**config.mk**
```make
export PLATFORM = sky130hd
export DESIGN_NAME = multi_sync_debounce
export DESIGN_NICKNAME = d
export VERILOG_FILES = /design/src/rtl/sync_pkg.sv /design/src/rtl/sync_debounce_ch.sv /design/src/rtl/multi_sync_debounce.sv
export SDC_FILE = /design/constraint.sdc
export NUM_CORES = 1
export LEC_CHECK = 0
export ABC_AREA = 0
export BUFFER_PORTS_ARGS = -buffer_cell sky130_fd_sc_hd__clkbuf_2
export CORE_MARGIN = 5
export CORE_UTILIZATION = 52
export DETAILED_ROUTE_END_ITERATION = 10
export MAX_ROUTING_LAYER = met4
export PLACE_DENSITY = 0.71
export SYNTH_ARGS = -nofsm -noshare
export SYNTH_HDL_FRONTEND = slang
export SYNTH_SLANG_ARGS = --single-unit
```
**constraint.sdc**
```tcl
create_clock -name i_sys_clk -period 1.6 [get_ports i_sys_clk]
set_input_delay 0.32 -clock i_sys_clk [delete_from_list [all_inputs] [get_ports i_sys_clk]]
set_output_delay 0.32 -clock i_sys_clk [all_outputs]
set_load 0.02 [all_outputs]
```
**src/rtl/sync_pkg.sv**
```systemverilog
// Shared constants and helpers for the multi-channel synchroniser/debouncer.
package sync_pkg;

    localparam int SYNC_STAGES_DEF  = 2;
    localparam int DEBOUNCE_CNT_DEF = 1000;

    // Bounded loop so the function stays elaboration-friendly for any int argument.
    function automatic int clog2(input int value);
        int result;
        result = 0;
        for (int i = 0; i < 31; i++) begin
            if ((32'sd1 <<< i) < value) begin
                result = i + 1;
            end
        end
        return result;
    endfunction

endpackage

```
**src/rtl/sync_debounce_ch.sv**
```systemverilog
// One channel: synchroniser chain, stability counter, registered level and edge pulses.
module sync_debounce_ch
    import sync_pkg::*;
#(
    parameter int   SYNC_STAGES  = SYNC_STAGES_DEF,
    parameter int   DEBOUNCE_CNT = DEBOUNCE_CNT_DEF,
    parameter logic INIT_VAL     = 1'b0
) (
    input  logic clk_i,
    input  logic rst_ni,
    input  logic signal_i,
    input  logic filter_en_i,
    output logic signal_o,
    output logic rise_o,
    output logic fall_o
);

    localparam int CNT_W = (clog2(DEBOUNCE_CNT) > 1) ? clog2(DEBOUNCE_CNT) : 1;
    localparam logic [CNT_W-1:0] CNT_LAST = CNT_W'(DEBOUNCE_CNT - 1);

    (* ASYNC_REG = "TRUE" *) logic [SYNC_STAGES-1:0] sync_q;

    logic             stable_s;
    logic [CNT_W-1:0] cnt_q, cnt_d;
    logic             level_q, level_d;
    logic             rise_q, rise_d;
    logic             fall_q, fall_d;

    assign stable_s = sync_q[SYNC_STAGES-1];

    always_ff @(posedge clk_i or negedge rst_ni) begin
        if (!rst_ni) begin
            sync_q <= {SYNC_STAGES{INIT_VAL}};
        end else begin
            sync_q <= {sync_q[SYNC_STAGES-2:0], signal_i};
        end
    end

    // The counter only runs while the synchronised input disagrees with the output,
    // so any return to agreement restarts the stability window from zero.
    always_comb begin
        cnt_d   = cnt_q;
        level_d = level_q;
        if (!filter_en_i) begin
            cnt_d   = '0;
            level_d = stable_s;
        end else if (stable_s == level_q) begin
            cnt_d = '0;
        end else if (cnt_q == CNT_LAST) begin
            cnt_d   = '0;
            level_d = stable_s;
        end else begin
            cnt_d = cnt_q + 1'b1;
        end
        rise_d = level_d & ~level_q;
        fall_d = ~level_d & level_q;
    end

    always_ff @(posedge clk_i or negedge rst_ni) begin
        if (!rst_ni) begin
            cnt_q   <= '0;
            level_q <= INIT_VAL;
            rise_q  <= 1'b0;
            fall_q  <= 1'b0;
        end else begin
            cnt_q   <= cnt_d;
            level_q <= level_d;
            rise_q  <= rise_d;
            fall_q  <= fall_d;
        end
    end

    assign signal_o = level_q;
    assign rise_o   = rise_q;
    assign fall_o   = fall_q;

endmodule

```
**src/rtl/multi_sync_debounce.sv**
```systemverilog
// Multi-channel synchroniser and debouncer for asynchronous single-bit inputs.
module multi_sync_debounce
    import sync_pkg::*;
#(
    parameter int                CH_NUM       = 8,
    parameter int                SYNC_STAGES  = SYNC_STAGES_DEF,
    parameter int                DEBOUNCE_CNT = DEBOUNCE_CNT_DEF,
    parameter logic [CH_NUM-1:0] INIT_VAL     = '0
) (
    input  logic              i_sys_clk,
    input  logic              i_rst_n,
    input  logic [CH_NUM-1:0] i_signal,
    input  logic [CH_NUM-1:0] i_filter_en,
    output logic [CH_NUM-1:0] o_signal,
    output logic [CH_NUM-1:0] o_rise,
    output logic [CH_NUM-1:0] o_fall,
    output logic              o_changed
);

    for (genvar ch = 0; ch < CH_NUM; ch++) begin : g_ch
        sync_debounce_ch #(
            .SYNC_STAGES (SYNC_STAGES),
            .DEBOUNCE_CNT(DEBOUNCE_CNT),
            .INIT_VAL    (INIT_VAL[ch])
        ) u_ch (
            .clk_i      (i_sys_clk),
            .rst_ni     (i_rst_n),
            .signal_i   (i_signal[ch]),
            .filter_en_i(i_filter_en[ch]),
            .signal_o   (o_signal[ch]),
            .rise_o     (o_rise[ch]),
            .fall_o     (o_fall[ch])
        );
    end

    assign o_changed = |(o_rise | o_fall);

endmodule

```
==> qor.csv <==
stage,metric,value,unit
grt,gr usage total,18.8,%
status,outcome,finished with violations,
power_and_ir_drop,logic gate share of total power,6.6,%
power_and_ir_drop,Clk pwr share,52.4,%
yosys,top-area cell type share of the netlist area,56.1,%
setup_path,Setup CP Type,reg2out,
cells_and_area,Post-Layout Cell Count,674,
cells_and_area,"commonest non-fill, non-tap cell in the layout",dfrtp_1,
setup_path,Worst Path Required,1280,ps
yosys,"flops & latches, synth",120,
yosys,Mapped Area,5360,um^2
yosys,ys flop type,dfrtp_1,
placed_design,placed wire-length estimate,7270,um
sta,Fin. Hold Viols,0,
placed_design,Final Wtd Congestion,0.821,
clock_tree,CTS buffer count,17,
yosys,"area leader, netlist",dfrtp_1,
setup_path,Crit path arrival time,1660,ps
job,Max-Cap Viols,0,
floorplanning,Die W,111,um
setup_path,slowest library cell on the worst path,dfrtp_1,
placed_design,input/output buffers,42,
grt,initial antenna violation count,0,
yosys,"Avg Cell Area, Syn",11.6,um^2
power_and_ir_drop,Seq pwr share,41.0,%
clock_tree,Worst-Skew Late Latency,510,ps
sta,Max Clk Rate,0.505,GHz
grt,vias in the first global route,3935,
power_and_ir_drop,Final Power,7.87,mW
clock_tree,Clock Path Buffers,2,
clock_tree,Root Buffer,clkbuf_8,
grt,GRT overflow,0,
setup_path,Top Family by Delay on Critical Path,simple AND/OR/NAND/NOR gates,
route,remaining antenna violation count,0,
yosys,"Warnings, synthesis",0,
floorplanning,die height,111,um
power_and_ir_drop,Int Power,6.17,mW
sta,"Slew Viols, Final",0,
yosys,"FFs w/ async S/R, synth",100,%
yosys,number of library cell types mapped by synthesis,29,
power_and_ir_drop,Psw,1.70,mW
route,routed via count,3760,
grt,first-pass GRT wire length,18400,um
cells_and_area,antenna cells,0,
floorplanning,io pins,43,
setup_path,crit-path cells,nor4_1 -> nand4_1 -> buf_4,
setup_path,CP max stage delay,420,ps
yosys,"EDFF count, synth",0,
route,Post-route DRC,0,
cells_and_area,fillcell total,789,
floorplanning,Starting Density,52.6,%
power_and_ir_drop,Power Density,1210,nW/um^2
sta,crit path time final,1980,ps
cells_and_area,post-route cell area,6490,um^2
clock_tree,H-Tree Depth,4,
grt,largest net degree at the start of global routing,39,
sta,RSZ-0062 raised after global routing,true,
status,failing checks,setup timing,
clock_tree,clk sink count,120,
power_and_ir_drop,Leak,2.76,nW
power_and_ir_drop,Net Sw Frac,21.6,%
cells_and_area,final core occ,63.8,%
sta,Slew HR,70.0,%
yosys,sequential cell area fraction in the yosys report,56.1,%
floorplanning,full die area,12400,um^2
cells_and_area,"commonest non-fill, non-tap cells in the layout","dfrtp_1, a21oi_1, clkbuf_2",
placed_design,Cells after DPL,633,
route,Pre-Repair DR Iteration Count,4,
yosys,"top cells by area, synth","dfrtp_1, xor2_1, a21oi_1",
sta,fin crit share,124,%
cells_and_area,Final nets,551,
clock_tree,CTS tree,yes,
route,Total Wirelength,10500,um
sta,PnR worst setup slack,-379,ps
placed_design,cell area after placement,5720,um^2
min_path,Hold Path Class,in2reg,
route,WL per Instance,15.6,um
sta,Clock Skew,13.3,ps
power_and_ir_drop,VDD IR max,1.17,mV
setup_path,worst-path maximum fanout,2,
cells_and_area,layout cells sized above 1,24.2,%
sta,# setup viols final,1,
yosys,Cells after Synth,463,
route,initial DRC count,279,
route,via-per-instance ratio,5.58,
floorplanning,core box area,10200,um^2
floorplanning,row count,37,
sta,Setup TNS,-379,ps
clock_tree,clock-pin slew on the worst setup and hold paths,60,ps
sta,Slew @ Worst Pin,450,ps
cells_and_area,Area Overhead vs Synth,21.3,%
yosys,Mapped Nets,489,
setup_path,CP endpoint kind,output pin,
setup_path,worst path bufs/invs,1,
setup_path,CP startpoint kind,register,
-- logic make-up (layout without fill, tap and decap cells) --
kind of cell	count (synthesis)	count (layout)	share of synthesized area (%)
XOR/XNOR	32	32	5.23
multiplexers	8	8	2.03
adder cells (fa/ha/maj)	8	8	1.87
buffers and inverters	34	109	4.09
flip-flops	120	120	56.1
AO/OA/AOI/OAI	96	96	12.1
AND/OR/NAND/NOR	165	165	18.6
-- cells in the mapped netlist (5+ instances only) --
cell type,n
dfrtp_1,120
a21oi_1,40
nor2_1,33
buf_4,24
nand3_1,24
o21ai_0,24
xor2_1,24
or3_1,19
o31ai_1,17
nand2_1,16
or4_1,16
nor3b_1,14
inv_1,9
nand4_1,9
ha_1,8
nand4_2,8
nand4b_1,8
o311ai_2,8
xnor2_1,8
and3_1,7
mux2_4,5
o31a_2,5
or3_2,5
-- layer usage --
metal	track usage [%]	share of wire, %
met5	-	0
met1	22.5	43
met4	7.54	1.8
met3	5.60	3.9
met2	29.9	52
-- power by group through the flow --
stage / clock network [mW] / logic, mW / registers [mW]
after floorplan: 0 / 0.312 / 3.25
after global placement: 0 / 0.496 / 3.27
after detailed placement: 0 / 0.503 / 3.27
after CTS: 4.22 / 0.525 / 3.22
after global routing: 4.37 / 0.578 / 3.24
final: 4.13 / 0.518 / 3.23
-- final timing paths --
kind / slack (ps) / startpoint / endpoint / depth (start not counted)
min in group asynchronous: 290 / i_rst_n / g_ch[5].u_ch.cnt_q[6] / 2
setup reg to reg: 80 / g_ch[2].u_ch.cnt_q[0] / g_ch[2].u_ch.signal_o / 4
hold reg to reg: 350 / g_ch[6].u_ch.sync_q[0] / g_ch[6].u_ch.sync_q[1] / 0
max in group asynchronous: 750 / i_rst_n / g_ch[7].u_ch.cnt_q[4] / 3
hold / removal: 90 / i_filter_en[0] / g_ch[0].u_ch.cnt_q[2] / 3
setup / recovery: -380 / g_ch[5].u_ch.rise_o / o_changed / 3
-- repair_timing --
action                                 4_1_cts  5_1_grt
endpoints found under the hold margin       36        0
hold buffers                                 9        0
setup buffers                                0        0
gates resized for setup                      2        8
setup endpoints to repair                    1        6
pin swaps                                    0        1
-- worst min-delay path: cells and delay by family --
kind | cells | cell delay (ps)
buf+inv | 1 | 110
compound gates | 1 | 80
simple gates | 1 | 60
-- metrics by stage --
| stage | hold slack, ps | worst slack [ps] |
|---|---|---|
| after detailed placement | 300 | 67.6 |
| after floorplan | 24.4 | 130 |
| after CTS | 52.8 | -339 |
| final | 92.5 | -379 |
| after global placement | 307 | 132 |
| after global routing | 52.6 | -451 |
-- area by class of cell --
type | instances | area (um^2) | share of cell area [%]
flip-flops and latches | 120 | 3000 | 46.2
well taps | 136 | 170 | 2.62
clock inverters | 11 | 194 | 2.99
multi-input cells | 309 | 2160 | 33.3
inverters | 9 | 33.8 | 0.520
repair buffers | 68 | 470 | 7.24
clock buffers | 21 | 459 | 7.07
-- state kept, by name, indices dropped and copies added (netlist names) --
register and cells:
g_ch.u_ch.rise_o 8, g_ch.u_ch.cnt_q 80, g_ch.u_ch.sync_q 16, g_ch.u_ch.fall_o 8
g_ch.u_ch.signal_o 8
Power figures use the tool's default switching activity.
